### src/rtl/ps2_pkg.sv
// Shared types and constants for the PS/2 host-to-device transmit path.
package ps2_pkg;

  typedef enum logic [2:0] {
    StIdle,
    StInhibit,
    StReq,
    StSend,
    StAck,
    StWaitIdle,
    StDone
  } ps2_tx_state_e;

  // Device clock falls: 9 payload bits plus the stop-bit slot, then the ACK slot.
  localparam int unsigned FRAME_BITS = 10;
  localparam int unsigned ACK_BIT    = 10;

  // 120 us inhibit and 20 ms inter-edge timeout at 50 MHz.
  localparam int unsigned DEF_INHIBIT_CYCLES = 6000;
  localparam int unsigned DEF_TIMEOUT_CYCLES = 1000000;

endpackage

### src/rtl/ps2_tx_edge.sv
// Two-flop synchronizer for one PS/2 pin plus a registered falling-edge pulse.
module ps2_tx_edge (
  input  logic clk_i,
  input  logic rst_i,
  input  logic pin_i,
  output logic level_o,
  output logic fall_o
);

  logic meta_q, sync_q, prev_q, fall_q;

  // Reset to the idle-high line level so reset release never fakes an edge.
  always_ff @(posedge clk_i) begin
    if (rst_i) begin
      meta_q <= 1'b1;
      sync_q <= 1'b1;
      prev_q <= 1'b1;
      fall_q <= 1'b0;
    end else begin
      meta_q <= pin_i;
      sync_q <= meta_q;
      prev_q <= sync_q;
      fall_q <= prev_q & ~sync_q;
    end
  end

  assign level_o = sync_q;
  assign fall_o  = fall_q;

endmodule

### src/rtl/ps2_tx_funcmod.sv
// PS/2 host-to-device transmitter: inhibit, request-to-send, clock out one byte
// with odd parity on device clock falls, then collect the device ACK.
module ps2_tx_funcmod
  import ps2_pkg::*;
#(
  parameter int unsigned INHIBIT_CYCLES = DEF_INHIBIT_CYCLES,
  parameter int unsigned TIMEOUT_CYCLES = DEF_TIMEOUT_CYCLES
) (
  input  logic       CLOCK,
  input  logic       RST,
  input  logic       iStart,
  input  logic [7:0] iData,
  input  logic       PS2_CLK,
  input  logic       PS2_DAT,
  output logic       oClkOE,
  output logic       oDatOE,
  output logic       oBusy,
  output logic       oDone,
  output logic       oErr
);

  localparam int unsigned InhW = $clog2(INHIBIT_CYCLES + 1);
  localparam int unsigned TmoW = $clog2(TIMEOUT_CYCLES + 1);
  localparam logic [InhW-1:0] InhLast = InhW'(INHIBIT_CYCLES - 1);
  localparam logic [TmoW-1:0] TmoMax  = TmoW'(TIMEOUT_CYCLES);

  ps2_tx_state_e   state_q, state_d;
  logic [8:0]      shift_q, shift_d;
  logic [3:0]      bit_cnt_q, bit_cnt_d;
  logic [InhW-1:0] inh_q, inh_d;
  logic [TmoW-1:0] tmo_q, tmo_d;
  logic            dat_q, dat_d;
  logic            err_q, err_d;
  logic            dat_meta_q, dat_sync_q;
  logic            clk_lvl, clk_fall, timed;

  ps2_tx_edge u_clk_edge (
    .clk_i   (CLOCK),
    .rst_i   (RST),
    .pin_i   (PS2_CLK),
    .level_o (clk_lvl),
    .fall_o  (clk_fall)
  );

  always_ff @(posedge CLOCK) begin
    if (RST) begin
      dat_meta_q <= 1'b1;
      dat_sync_q <= 1'b1;
    end else begin
      dat_meta_q <= PS2_DAT;
      dat_sync_q <= dat_meta_q;
    end
  end

  always_ff @(posedge CLOCK) begin
    if (RST) begin
      state_q   <= StIdle;
      shift_q   <= '0;
      bit_cnt_q <= '0;
      inh_q     <= '0;
      tmo_q     <= '0;
      dat_q     <= 1'b0;
      err_q     <= 1'b0;
    end else begin
      state_q   <= state_d;
      shift_q   <= shift_d;
      bit_cnt_q <= bit_cnt_d;
      inh_q     <= inh_d;
      tmo_q     <= tmo_d;
      dat_q     <= dat_d;
      err_q     <= err_d;
    end
  end

  always_comb begin
    state_d   = state_q;
    shift_d   = shift_q;
    bit_cnt_d = bit_cnt_q;
    inh_d     = inh_q;
    tmo_d     = '0;
    dat_d     = dat_q;
    err_d     = err_q;
    timed     = state_q inside {StSend, StAck, StWaitIdle};

    if (timed && !clk_fall) begin
      tmo_d = (tmo_q == TmoMax) ? tmo_q : tmo_q + TmoW'(1);
    end

    unique case (state_q)
      StIdle: begin
        dat_d = 1'b0;
        if (iStart) begin
          shift_d   = {~^iData, iData};
          bit_cnt_d = '0;
          inh_d     = '0;
          err_d     = 1'b0;
          state_d   = StInhibit;
        end
      end
      StInhibit: begin
        inh_d = inh_q + InhW'(1);
        if (inh_q == InhLast) state_d = StReq;
      end
      StReq: begin
        dat_d   = 1'b1;
        state_d = StSend;
      end
      StSend: begin
        if (clk_fall) begin
          if (bit_cnt_q == 4'(FRAME_BITS - 1)) begin
            dat_d     = 1'b0;
            bit_cnt_d = 4'(ACK_BIT);
            state_d   = StAck;
          end else begin
            dat_d     = ~shift_q[0];
            shift_d   = {1'b0, shift_q[8:1]};
            bit_cnt_d = bit_cnt_q + 4'd1;
          end
        end
      end
      StAck: begin
        if (clk_fall) begin
          err_d   = dat_sync_q;
          state_d = StWaitIdle;
        end
      end
      StWaitIdle: begin
        if (clk_lvl && dat_sync_q) state_d = StDone;
      end
      StDone: state_d = StIdle;
      default: state_d = StIdle;
    endcase

    // A silent device aborts the transfer from any clocked state.
    if (timed && tmo_d == TmoMax) begin
      dat_d   = 1'b0;
      err_d   = 1'b1;
      state_d = StDone;
    end
  end

  always_comb begin
    oClkOE = state_q inside {StInhibit, StReq};
    oDatOE = (state_q == StReq) || ((state_q == StSend) && dat_q);
    oBusy  = (state_q != StIdle) && (state_q != StDone);
    oDone  = (state_q == StDone);
    oErr   = (state_q == StDone) && err_q;
  end

endmodule
### config.mk
export PLATFORM = sky130hd
export DESIGN_NAME = ps2_tx_funcmod
export DESIGN_NICKNAME = d
export VERILOG_FILES = /design/src/rtl/ps2_pkg.sv /design/src/rtl/ps2_tx_edge.sv /design/src/rtl/ps2_tx_funcmod.sv
export SDC_FILE = /design/constraint.sdc
export NUM_CORES = 1
export LEC_CHECK = 0
export BUFFER_PORTS_ARGS = -buffer_cell sky130_fd_sc_hd__buf_2
export CORE_MARGIN = 2
export CORE_UTILIZATION = 55
export DETAILED_ROUTE_END_ITERATION = 10
export GPL_ROUTABILITY_DRIVEN = 0
export PLACE_DENSITY = 0.82
export SYNTH_ARGS = -nofsm -noshare
export SYNTH_HDL_FRONTEND = slang
export SYNTH_HIERARCHICAL = 1
export SYNTH_SLANG_ARGS = --single-unit
### constraint.sdc
create_clock -name CLOCK -period 6.2 [get_ports CLOCK]
set_clock_uncertainty 0.15 [all_clocks]
set_input_delay 0.31 -clock CLOCK [delete_from_list [all_inputs] [get_ports CLOCK]]
set_output_delay 0.31 -clock CLOCK [all_outputs]
set_load 0.02 [all_outputs]
==> results by group, run 1 <==
Logic synthesis
  – Synth warn: 6
  – Register area share after synthesis: 0.3585
  – Avg Inst Size Synth: 8.204 um2
  – Mapped cell area: 0.003183 mm2
  – Post-synth EDFFs: 0
  – Post-Syn Instances: 388
  – Predominant post-synthesis flop cell: dfxtp_1
  – Mapped Nets: 406
  – Distinct cells, synth: 65
  – FF+latch count, synth: 57
  – Ys async rst share: 0

Critical path
  – Flop2flop setup slack: 3150 ps
  – Buf/Inv on CP: 0
  – WP data required: ~6300 ps
  – Worst path cell trace: nand2_1 -> nor2_1 -> a211oi_2 -> a21oi_1 -> a21oi_1 -> a211oi_1
  – CP max-delay cell: a21oi_1
  – Top Family by Delay on Critical Path: compound AO/OA/AOI/OAI gates
  – Most frequent CP cell: a21oi_1
  – CP max FO: 19
  – CP arrival: 3140 ps
  – Worst setup SP type: register
  – CP Capture Type: register
  – Worst path max stage delay: 680 ps
  – Crit Path Class: register to register

Floorplanning
  – I/O pin cnt: 18
  – Rows: 27
  – Die W: 80.08 um
  – Initial Util: 0.5745
  – Core area: 0.005540 mm2
  – Die area: 0.006412 mm2
  – Die height: 80.08 um

Power and ir drop
  – Comb power frac: 0.225
  – Seq pwr share: 0.428
  – PD cells: 289.9 mW/mm2
  – Switch share: 0.3266
  – Pleak: 1.230 nW
  – Psw: 0.3249 mW
  – Cell internal pwr: 0.6698 mW
  – Power share of the clock group: 0.347
  – Peak supply drop: roughly 180 uV

Clock network
  – Htree depth: 3
  – Clk Tree Root Cell: clkbuf_8
  – CTS tree: built
  – Clk buf depth: 2
  – Clock Pin Slew Worst Setup and Hold Paths: 60 ps
  – CTS Buf Count: 9
  – Clock sinks: 57
  – Worst skew pair latency: approximately 340 ps

Final layout
  – Final nets: 417
  – P&R area growth vs syn: 7.783%
  – Commonest non-fill, non-tap cell in the layout: nor2_1
  – # diodes: 0
  – Area occupied by multi-input gates: between 0.0015 and 0.002 mm2
  – FF+latch area: ~0.0011 mm2
  – Fraction of final layout cells sized beyond drive strength 1: 0.1485
  – Commonest cells after routing, fill and taps aside: nor2_1, dfxtp_1, nand2_1, a21oi_1, xnor2_1
  – Fillers: 468

STA
  – Slew margin rel.: 0.2429
  – Highest clock rate: 0.3281 GHz
  – Setup TNS: 0 ps
  – Worst Setup Slack, final: 3152 ps
  – Final min period: 3048 ps
  – Final Cycle Share: 0.4916
  – Final count of hold timing violations: 0
  – Max Transition Viols Final: 0
  – Final setup vio count: 0
  – RSZ-0062 raised after global routing: false
  – Worst-margin pin slew: roughly 1100 ps

Global route
  – Number of global-route vias before repair: 2503
  – First-pass GRT wire length: 11.06 mm
  – Antenna violations before repair: 0
  – GRT overflow: 0
  – GRT Overall Usage: 0.2167
  – Pin count of the biggest net entering global routing: 39

Placement
  – I/O Buffers: 17
  – Detailed placement HPWL: 4.409 mm
  – Setup WS pre-CTS: 3274 ps

Detailed routing
  – Final wirelength: 6.499 mm
  – Vias post-DR: between 2000 and 3000
  – Remaining antenna violation count: 0
  – DRC: 0
  – WL/cell: approximately 14 um
  – DR pass1 iterations: 4
  – Initial DRC count: between 150 and 200
  – Post-DR vias/cell: 5.683

Outcome
  – Status: finished clean

Min path
  – HP Class: input port to register

Run
  – Max-Cap Viols: 0
## through the flow
stage	total power, mW	cells	hold slack, ps	util	area [um2]
after detailed placement	0.6513	459	263.9	0.5822	3226
after CTS	0.9979	476	11.65	0.6192	3431
final	0.9947	476	12.16	0.6192	3431
after floorplan	0.6005	388	235.4	-	3183
after global routing	1.046	476	34.34	0.6192	3431
after global placement	0.6402	459	241.4	0.5822	3226
## sequential cells by signal, summed over array words and instances, names as in the netlist
signal,cells
u_clk_edge/level_o,1
tmo_q,20
state_q,3
inh_q,13
bit_cnt_q,4
u_clk_edge/prev_q,1
dat_sync_q,1
dat_meta_q,1
u_clk_edge/meta_q,1
dat_q,1
err_q,1
shift_q,9
u_clk_edge/fall_o,1
## layer usage
layer	vias to the layer above	track usage	routed length, um
met5	-	0	0
met2	39	0.3667	3124
met4	0	0.09492	139
met3	15	0.04045	207
met1	1277	0.2675	3028
li1	1374	-	-
## power by group through the flow
| stage | Sequential (mW) | Combinational, mW | Clock, mW |
|---|---|---|---|
| detailed placement | 0.433 | 0.218 | 0 |
| floorplan | 0.417 | 0.183 | 0 |
| global route | 0.432 | 0.250 | 0.364 |
| global placement | 0.432 | 0.208 | 0 |
| finish | 0.426 | 0.224 | 0.345 |
| CTS | 0.425 | 0.223 | 0.350 |
## repair_timing
item	CTS	global route
hold endpoints to repair	1	0
gates resized for setup	0	0
setup endpoints to repair	0	0
hold buffers	1	0
buffers inserted	0	0
## cell usage after synthesis (8+ instances only)
cell type | number | area, um2
nand2_1 | 39 | 146.4
a21oi_1 | 27 | 135.1
nor3_1 | 8 | 40.04
nand3_1 | 15 | 75.07
nor2_1 | 64 | 240.2
xnor2_1 | 20 | 175.2
o21ai_0 | 15 | 75.07
a311oi_1 | 11 | 96.34
inv_1 | 14 | 52.55
dfxtp_1 | 57 | 1141
clkbuf_1 | 9 | 33.78
xor2_1 | 11 | 96.34
## path summary, 6_finish.rpt
kind | startpoint | to | depth (start not counted)
setup / recovery | state_q[0]$_SDFFE_PP0P_ | inh_q[3]$_SDFFE_PP0P_ | 6
hold / removal | PS2_CLK | u_clk_edge/meta_q$_SDFF_PP1_ | 2
setup reg to reg | state_q[0]$_SDFFE_PP0P_ | inh_q[3]$_SDFFE_PP0P_ | 6
hold reg to reg | u_clk_edge/meta_q$_SDFF_PP1_ | u_clk_edge/level_o$_SDFF_PP1_ | 1
## final cells by class
type | count | share of cell area
Clock buffer | 10 | 0.04012
Timing Repair Buffer | 18 | 0.02772
Multi-Input combinational cell | 299 | 0.5412
Inverter | 14 | 0.01532
Sequential cell | 57 | 0.3326
Clock inverter | 6 | 0.01678
Tap cell | 72 | 0.02626
## logic make-up (layout without fill, tap and decap cells)
kind of cell,count (synthesis),after routing,synth area share
AO/OA/AOI/OAI,74,74,0.1525
XOR/XNOR,31,31,0.08530
adder cells (fa/ha/maj),5,5,0.01965
buffers and inverters,32,48,0.05817
flip-flops,57,57,0.3585
multiplexers,5,5,0.01690
AND/OR/NAND/NOR,184,184,0.3090
No activity file was read; power rests on OpenSTA's default activity.
==> run 2, diff against run 1 <==
- PLACE_DENSITY: 0.82 -> 0.85
- clock period: 6.2 -> 2.7 ns (I/O delays scaled with it)
==> run 2 against run 1 <==
Clock power grew 94%. Sequential power grew 120%. Via count grew 6.7%. Worst setup slack lost 3000 ps. Highest routed layer unchanged.
==> results by group, run 2 (synthesis results as in run 1) <==
Clock network
  – CTS Buf Count: 9
  – Clock Pin Slew Worst Setup and Hold Paths: around 70 ps
  – Clk Tree Root Cell: clkbuf_8
  – CTS tree: built
  – Worst skew pair latency: ~350 ps
  – Clk buf depth: 2
  – Clock sinks: 57
  – Htree depth: 3

Min path
  – HP Class: input port to register
  – Hold Startpoint: iStart

Detailed routing
  – Post-DR vias/cell: roughly 5.8
  – DR pass1 iterations: 4
  – DRC: 0
  – Vias post-DR: 2885
  – Initial DRC count: 222
  – WL/cell: approximately 14 um
  – Routed met2 length: ~3.3 mm
  – Routed wl met3: 308 um
  – Remaining antenna violation count: 0
  – Final wirelength: 6.951 mm
  – Highest routed metal layer: met4
  – Post-Route M1 WL: about 3.2 mm

STA
  – Highest clock rate: 0.4001 GHz
  – RSZ-0062 raised after global routing: false
  – Worst Setup Slack, final: about 200 ps
  – Max Transition Viols Final: 0
  – Final Cycle Share: 0.9257
  – Final setup vio count: 0
  – Fin Hold WS: ~100 ps
  – Slew margin rel.: 0.4856
  – Final min period: around 2500 ps
  – Worst-margin pin slew: around 770 ps
  – Final count of hold timing violations: 0
  – Setup TNS: 0 ps

Final layout
  – # diodes: 0
  – Commonest cells after routing, fill and taps aside: nor2_1, dfxtp_1, nand2_1, a21oi_1, xnor2_1
  – P&R area growth vs syn: 12.85%
  – Final nets: 440
  – Commonest non-fill, non-tap cell in the layout: nor2_1
  – Biggest regs: tmo_q: 20 flops, inh_q: 13 flops, shift_q: 9 flops
  – Fraction of final layout cells sized beyond drive strength 1: 0.1756
  – Largest register FFs: 20
  – Fillers: 432
  – Most flops, register: tmo_q
  – Final Non-Filler Cells: between 400 and 500

Floorplanning
  – Die height: 80.08 um
  – Rows: 27
  – I/O pin cnt: 18
  – Initial Util: 0.5745
  – Die W: approximately 80 um
  – Die area: 0.006412 mm2
  – Core area: ~0.0055 mm2

Critical path
  – Setup crit start: tmo_q[0]$_SDFF_PP0_
  – WP data required: 2810 ps
  – Worst r2r dst: state_q[2]$_SDFFE_PP0P_
  – Flop2flop setup slack: around 200 ps
  – Worst setup SP type: register
  – CP Capture Type: register
  – Worst R2R Path Depth: 9
  – Crit path to: state_q[2]$_SDFFE_PP0P_
  – Reg2reg start: tmo_q[0]$_SDFF_PP0_
  – CP max FO: 6
  – CP arrival: 2610 ps
  – Crit Path Class: register to register

Run
  – Max-Cap Viols: 0

Power and ir drop
  – Cell internal pwr: 1.465 mW
  – Seq pwr share: 0.429
  – Peak supply drop: slightly below 400 uV
  – Psw: roughly 0.75 mW
  – Pleak: 1.325 nW
  – Power share of the clock group: 0.302
  – Comb power frac: 0.269
  – Switch share: 0.3391
  – PD cells: slightly above 600 mW/mm2

Global route
  – GRT Overall Usage: 0.2343
  – First-pass GRT wire length: 11.92 mm
  – Antenna violations before repair: 0
  – Pin count of the biggest net entering global routing: 38
  – Number of global-route vias before repair: 2701
  – GRT overflow: 0

Outcome
  – Status: finished clean

Placement
  – Cells after DPL: 472
  – Detailed placement HPWL: 4.761 mm
  – Setup WS pre-CTS: 219.3 ps
  – I/O Buffers: 17
## run 2: cell count changes in the layout (fill, tap and decap cells not counted)
| cell | change |
|---|---|
| inv_1 | -1 |
| inv_2 | +1 |
| clkbuf_8 | -1 |
| buf_4 | +14 |
| bufinv_16 | -1 |
| dlygate4sd3_1 | +9 |
| clkinv_2 | +2 |
## run 2: how the worst min path moves through the flow
stage	depth (start not counted)	endpoint
floorplan	1	u_clk_edge/fall_o$_SDFF_PP0_
global placement	2	u_clk_edge/meta_q$_SDFF_PP1_
detailed placement	2	u_clk_edge/meta_q$_SDFF_PP1_
CTS	4	err_q$_SDFFE_PP0P_
global route	3	inh_q[1]$_SDFFE_PP0P_
finish	4	err_q$_SDFFE_PP0P_
## run 2: timing repair
| action | CTS | global route |
|---|---|---|
| setup buffers | 0 | 1 |
| hold buffers | 10 | 0 |
| setup endpoints to repair | 0 | 3 |
| gates resized for setup | 0 | 1 |
| endpoints found under the hold margin | 10 | 0 |
## run 2: final cells by class
cell class              instances  area [um2]  area share
clock inverters                 7       37.54     0.01045
well taps                      72       90.09     0.02508
multi-input cells             299        1857      0.5169
flip-flops and latches         57        1141      0.3177
inverters                      14       52.55     0.01463
repair buffers                 41       290.3     0.08081
clock buffers                   9       123.9     0.03448
## run 2: worst max-delay path, stage by stage, from the launching register on
cell and delay [ps]:
dfxtp_1 380, inv_2 110, ha_1 140, nor3b_1 200, nand4_1 170, nor4_4 320, mux2i_1 140, a2111oi_2 340
nand4_2 220, a221oi_2 240
## run 2: power groups by stage
stage / logic [mW] / clock network, mW / registers (mW)
after global routing: 0.663 / 0.714 / 0.958
after floorplan: 0.420 / 0 / 0.959
after global placement: 0.552 / 0 / 0.966
after detailed placement: 0.571 / 0 / 0.968
after CTS: 0.588 / 0.677 / 0.949
final: 0.595 / 0.669 / 0.951
## run 2: per-layer routing
layer	vias up	GRT usage
met1	1373	0.2982
li1	1426	-
met3	18	0.06180
met5	-	0
met2	68	0.3758
met4	0	0.09661
## run 2: per-stage QoR
| stage | cell area (um2) | utilization | power (mW) |
|---|---|---|---|
| 2_1_floorplan | 3183 | - | 1.379 |
| 3_3_place_gp | 3323 | 0.5998 | 1.518 |
| 3_5_place_dp | 3323 | 0.5998 | 1.539 |
| 4_1_cts | 3585 | 0.6470 | 2.213 |
| 5_1_grt | 3592 | 0.6484 | 2.335 |
| 6_report | 3592 | 0.6484 | 2.216 |
